--- src/rtl/cdb_arbiter.sv ---
// Common data bus arbiter: picks one completed FU result per cycle and registers it onto the CDB.
// Optional macro CDB_FIXED_PRIO_EN selects strict lowest-index priority instead of round-robin.
module cdb_arbiter #(
    parameter int NUM_FU    = 4,
    parameter int ROB_DEPTH = 32,
    parameter int TAG_LEN   = $clog2(ROB_DEPTH) - 1
) (
    input  logic                          clk,
    input  logic                          rst,
    input  logic                          flush,
    input  logic [NUM_FU-1:0]             fu_req,
    input  logic [NUM_FU*(TAG_LEN+1)-1:0] fu_tag,
    input  logic [NUM_FU*32-1:0]          fu_result,
    output logic [NUM_FU-1:0]             fu_gnt,
    output logic                          cdb_valid,
    output logic [TAG_LEN:0]              cdb_tag,
    output logic [31:0]                   cdb_result,
    output logic                          conflict
);

    localparam int TW    = TAG_LEN + 1;
    localparam int PTR_W = (NUM_FU > 1) ? $clog2(NUM_FU) : 1;

    logic             found;
    logic [PTR_W-1:0] win;
    logic             grant;

`ifdef CDB_FIXED_PRIO_EN
    always_comb begin
        found = 1'b0;
        win   = '0;
        for (int k = 0; k < NUM_FU; k++) begin
            if (!found && fu_req[k]) begin
                found = 1'b1;
                win   = PTR_W'(k);
            end
        end
    end
`else
    logic [PTR_W-1:0] rr_ptr_q, rr_ptr_d;
    logic [PTR_W:0]   idx;
    logic [PTR_W:0]   nxt;

    // Search starts at rr_ptr and wraps; idx is one bit wider so the wrap compare cannot overflow.
    always_comb begin
        found = 1'b0;
        win   = '0;
        idx   = '0;
        for (int k = 0; k < NUM_FU; k++) begin
            idx = {1'b0, rr_ptr_q} + (PTR_W+1)'(k);
            if (idx >= (PTR_W+1)'(NUM_FU)) idx = idx - (PTR_W+1)'(NUM_FU);
            if (!found && fu_req[idx[PTR_W-1:0]]) begin
                found = 1'b1;
                win   = idx[PTR_W-1:0];
            end
        end
    end

    always_comb begin
        nxt      = {1'b0, win} + (PTR_W+1)'(1);
        rr_ptr_d = rr_ptr_q;
        if (grant) begin
            rr_ptr_d = (nxt == (PTR_W+1)'(NUM_FU)) ? '0 : nxt[PTR_W-1:0];
        end
    end

    always_ff @(posedge clk or negedge rst) begin
        if (!rst) rr_ptr_q <= '0;
        else      rr_ptr_q <= rr_ptr_d;
    end
`endif

    // Grant is suppressed during reset so FUs never see a consumed result that gets dropped.
    assign grant = found && !flush && rst;

    always_comb begin
        fu_gnt = '0;
        if (grant) fu_gnt[win] = 1'b1;
    end

    logic            cdb_valid_q, cdb_valid_d;
    logic [TW-1:0]   cdb_tag_q, cdb_tag_d;
    logic [31:0]     cdb_result_q, cdb_result_d;
    logic            conflict_q, conflict_d;

    // One-hot grant makes an AND-OR mux sufficient; with no grant the bus holds its last value.
    always_comb begin
        cdb_valid_d  = grant;
        cdb_tag_d    = grant ? '0 : cdb_tag_q;
        cdb_result_d = grant ? '0 : cdb_result_q;
        for (int k = 0; k < NUM_FU; k++) begin
            if (fu_gnt[k]) begin
                cdb_tag_d    = cdb_tag_d    | fu_tag[k*TW +: TW];
                cdb_result_d = cdb_result_d | fu_result[k*32 +: 32];
            end
        end
        conflict_d = ($countones(fu_req) > 1) && !flush;
    end

    always_ff @(posedge clk or negedge rst) begin
        if (!rst) begin
            cdb_valid_q  <= 1'b0;
            cdb_tag_q    <= '0;
            cdb_result_q <= '0;
            conflict_q   <= 1'b0;
        end else begin
            cdb_valid_q  <= cdb_valid_d;
            cdb_tag_q    <= cdb_tag_d;
            cdb_result_q <= cdb_result_d;
            conflict_q   <= conflict_d;
        end
    end

    assign cdb_valid  = cdb_valid_q;
    assign cdb_tag    = cdb_tag_q;
    assign cdb_result = cdb_result_q;
    assign conflict   = conflict_q;

endmodule

--- config.mk ---
export PLATFORM = sky130hd
export DESIGN_NAME = cdb_arbiter
export DESIGN_NICKNAME = d
export VERILOG_FILES = /design/src/rtl/cdb_arbiter.sv
export SDC_FILE = /design/constraint.sdc
export NUM_CORES = 1
export LEC_CHECK = 0
export CAP_MARGIN = 25
export CORE_MARGIN = 8
export CORE_UTILIZATION = 29
export CTS_CLUSTER_SIZE = 16
export DETAILED_ROUTE_END_ITERATION = 10
export GPL_ROUTABILITY_DRIVEN = 0
export PLACE_DENSITY = 0.76
export SETUP_SLACK_MARGIN = 0.02
export SKIP_LAST_GASP = 1
export SLEW_MARGIN = 20
export SYNTH_ARGS = -nofsm -noshare
export SYNTH_HDL_FRONTEND = slang
export SYNTH_SLANG_ARGS = --single-unit
--- constraint.sdc ---
create_clock -name clk -period 2.3 [get_ports clk]
set_clock_uncertainty 0.1 [all_clocks]
set_input_delay 0.46 -clock clk [delete_from_list [all_inputs] [get_ports clk]]
set_output_delay 0.46 -clock clk [all_outputs]
set_load 0.02 [all_outputs]
# == After elaboration in Yosys (flattened, before gate mapping) ==
# Index checks and enable logic that the tools add are counted.
# word_totals
wordCells,81
inputBits,155
output_inout_bits,43
reg_bits,41
# op_classes
n_reduce_logical,11
n_bitwise,8
eq_ne,1
n_lt_le_gt_ge,11
add_sub_neg,11
n_mux,34
# op_table
op,count
two-way mux 32 bit,5
OR 32 bit,4
two-way mux 5 bit,5
OR 5 bit,4
two-way mux 2 bit,9
less-than comparator 2 x 3 -> 1 bit (second input constant),5
greater-or-equal comparator 3 bit (second input constant),3
two-way mux 1 bit,9
binary-select mux 1 bit (select 2 bit),4
subtractor 2 x 1 -> 2 bit (second input constant),4
logical AND 1 bit,7
adder 2 x 1 -> 3 bit (second input constant),2
adder 2 x 2 -> 3 bit (second input constant),2
adder 1 x 1 -> 2 bit,2
zero test 1 bit,4
two-way mux 4 bit,1
adder 2 x 2 -> 3 bit,1
== test 3 bit (second input constant),1
greater-or-equal comparator 2 x 3 -> 1 bit (second input constant),1
greater-than comparator 3 x 1 -> 1 bit (second input constant),1
demux 1 bit (select 2 bit),1
greater-or-equal comparator 2 x 1 -> 1 bit (second input constant),1

# == Logic depth before layout (Yosys ltp) ==
# depth
depth_word,26
ltp_mapped,8
ltp_nobuf,6

# == Worst setup path before layout ==
# No wires, ideal clock.
# synth_path
path_type,input port to output port
from,input port fu_req[2]
to,output port fu_gnt[1]
path_stages,7
required_ps,1740
t_arrival_ps,2028
path_slack_ps,-288
n_path_buf,2
path_cell_list,nor2b_1 -> o21ai_0 -> and3_1 -> ha_1 -> clkbuf_1 -> clkbuf_1 -> and3_1
# synth_via
elab_chain_cells,17
elab_cells_between_ends,30
classes_between,order compare (2); mux (19); reduce/logical (9)
# synth_rtl
element,line,rtl
from (decl),11,"input logic [NUM_FU-1:0] fu_req,"
binary-select mux 1 bit (select 2 bit),52,if (!found && fu_req[idx[PTR_W-1:0]]) begin
two-way mux 1 bit (implied by the code),52,
two-way mux 1 bit,52,
zero test 1 bit,52,
logical AND 1 bit,52,
two-way mux 1 bit,52,
zero test 1 bit,52,
logical AND 1 bit,52,
two-way mux 1 bit,52,
zero test 1 bit,52,
logical AND 1 bit,52,
two-way mux 2 bit,52,
less-than comparator 2 x 3 -> 1 bit (implied by the code) / greater-or-equal comparator 2 x 1 -> 1 bit (equally long branches),78,if (grant) fu_gnt[win] = 1'b1;
logical AND 1 bit (implied by the code),78,
two-way mux 1 bit (implied by the code),78,
demux 1 bit (select 2 bit),78,
two-way mux 4 bit *,78,
to (decl),14,"output logic [NUM_FU-1:0] fu_gnt,"
# Every way passes the cells marked *; elsewhere a longest branch is shown, timed or not. The select of a mux whose other input is x is not followed.

# == Worst setup path after layout ==
# layout_path
from,register rr_ptr_q[1]
to,output port fu_gnt[3]
# layout_via
elab_chain_cells,19
elab_cells_between_ends,45
classes_between,add/sub (7); order compare (6); mux (23); reduce/logical (9)
# layout_rtl
element,line,rtl
from (decl),40,"logic [PTR_W-1:0] rr_ptr_q, rr_ptr_d;"
from (signal assigned),69,else rr_ptr_q <= rr_ptr_d;
"parallel branches: the longest is 18 deep, another holds adder 2 x 1 -> 3 bit",-,
two-way mux 4 bit *,78,
# Every way passes the cells marked *. The select of a mux whose other input is x is not followed.

==> reports/metrics.cfg <==
[sta]
max_slew_margin_pct=63.6
hold_viol_final=0
setup_ws_ps=-9.52
rsz0062_at_grt=yes
timing.fmax_ghz=0.433
min_period_ps=2310
period_share_pct=100
finalMaxSlewViolations=0
worstMarginPinSlew_ps=546
finalSetupViolCount=2

[synthesis]
synthMuxAreaShare_pct=0.474
ys_async_sr_fraction_pct=100
netlist_top_cells_area=dfrtp_1 (43%), a22oi_1 (23%), a31oi_1 (9.7%)
synth-seq-area-share_pct=43.2
synth_edf_count=0
ys_seq_elements=41
yosys_most_used_dff=dfrtp_1
synthAdderAreaFrac_pct=2.95
ys_warn_count=0
synth-xor-area-share_pct=0
syn_area_per_cell_sq_um=9.47
yosysTopAreaCell=dfrtp_1
synthSimpleGateAreaFrac_pct=4.00
synth_top_family_by_area=compound AO/OA/AOI/OAI gates
syn_nets=411
synth_cell_types=24
netlist_area_sq_um=2380
yosysTopAreaCellShare_pct=43.2
synth_compound_area_share_pct=43.5
syn_inst=251

[grt]
grt_pass1_wl_um=17400
grt-ovfl-total=0
grt_antenna_before_repair=0
grt_max_degree=42
grt_pass1_vias=3251
track_usage_pct=19.1

[floorplan]
row_count=33
design.die.area_sq_um=11400
die_y_um=107
fp.coreArea_sq_um=8090
die_width_um=107
start_util_pct=29.4
pin_count=198

[flow_run]
cap_violations=0

[routing]
wl_um=11200
vias=3017
antenna_left=0
first_pass_iters=4
drtIter0Drc=162
post_drt_wl_per_cell_um=20.2
viasPerCell=5.44
post-route-drc-count=0

[clocking]
clkTransAtPathRegs_ps=80
root_buffer=clkbuf_8
hold_buffers=0
clk_latency_ps=290
cts_buffer_depth=2
htreeDepth=2
cts.sinks=41
cts_tree=yes
numCtsBuffers=5

[worst_setup_path]
worstPathRequired_ps=1740
critPathTopFamily=compound AO/OA/AOI/OAI gates
cp-end-kind=output pin
slowest_delay_ps=440
crit_type=reg2out
reg2reg_slack_ps=120
critPathSlowestCell=dfrtp_1
path_buf_inv=1
cp_max_fo=4
crit_path_start_kind=flop
arrival_ps=1750
crit_chain=a21o_1 -> a21boi_2 -> o22a_1 -> ha_2 -> and3_4 -> buf_6

[power_and_ir_drop]
power.total_mw=3.90
vdd_ir_drop_max_v=0.000484
p_per_area_nw_per_um2=831
p_leak_nw=1.78

[finish]
final_common_cell=clkdlybuf4s50_1
area.growth.synth_to_final_pct=97.4
final_cell_mix=clkdlybuf4s50_1 (188), a22oi_1 (74), dfrtp_1 (40), a21oi_1 (39), a31oi_1 (37)
n_antenna_cell=0
nets=609
layout-drive-gt1-share_pct=12.7

[outcome]
status=finished with violations
violations=setup timing

[placement]
post-place-ws_ps=-780
portBuffers=197
dp_hpwl_um=8200

[worst_hold_path]
hp-class=in2async

==> synth_stat cells (2+ instances only) <==
library cell and n:
ha_1 4, buf_6 3, buf_2 2, a21oi_1 39, nor2_1 3, dfrtp_1 41
and3_1 5, nor2b_1 5, a31oi_1 37, clkbuf_1 25, a22oi_1 74
==> cells by family (layout without fill, tap and decap cells) <==
kind of cell / count (synthesis) / in the layout
compound gates: 157 / 157
fa+ha+maj: 5 / 5
buf+inv: 31 / 230
flops: 41 / 41
mux: 1 / 1
simple gates: 16 / 16
==> cell type report <==
class	count	area (sq um)
inverters	1	3.75
repair buffers	221	2160
fillers	726	3400
multi-input cells	179	1260
clock buffers	7	96.3
well taps	105	131
clock inverters	1	5.00
flip-flops and latches	41	1030
==> per-layer routing <==
metal	track usage, %	up-vias	routed length [um]
li1	-	1405	-
met1	21.7	1409	4500
met2	32.4	179	5270
met3	7.32	24	1160
met4	5.83	0	254
met5	0	-	0
==> power by group <==
part           leakage (nW)  switching, mW  internal (mW)  total [mW]
logic                  1.27           1.15           1.12        2.27
registers             0.460          0.150          0.964        1.11
clock network        0.0542          0.248          0.271       0.519
total                  1.78           1.55           2.35        3.90
==> timing repair <==
action | in CTS | in global routing
setup endpoints to repair | 42 | 41
pin swaps | 7 | 6
resized for setup | 38 | 7
setup buffers | 7 | 3
cloned | 0 | 0
==> per-stage QoR <==
stage               instance area, sq um  std cells  util, %  hold WS, ps  TNS [ps]
global route                        4690        555     58.0          207      -212
CTS                                 4660        552     57.6          169     -3.88
finish                              4690        555     58.0          164     -13.8
global placement                    4480        537     55.4          428    -14130
detailed placement                  4480        537     55.4          436    -17570
floorplan                           2400        251        -         64.4     -11.3
==> sequential cells by signal (all words and copies together) (netlist names) <==
register and count:
cdb_result 32, cdb_tag 5, rr_ptr_q 2, cdb_valid 1
conflict 1
==> path summary, 6_finish.rpt <==
path,start,to,cells after the start
worst max-delay path,rr_ptr_q[1],fu_gnt[3],6
worst min-delay path,rst,conflict,2
worst max register to register,rr_ptr_q[0],cdb_result[4],8
worst min register to register,cdb_tag[2],cdb_tag[2],2
max in group asynchronous,rst,rr_ptr_q[0],2
min in group clk,cdb_tag[2],cdb_tag[2],2
Power figures use the tool's default switching activity.
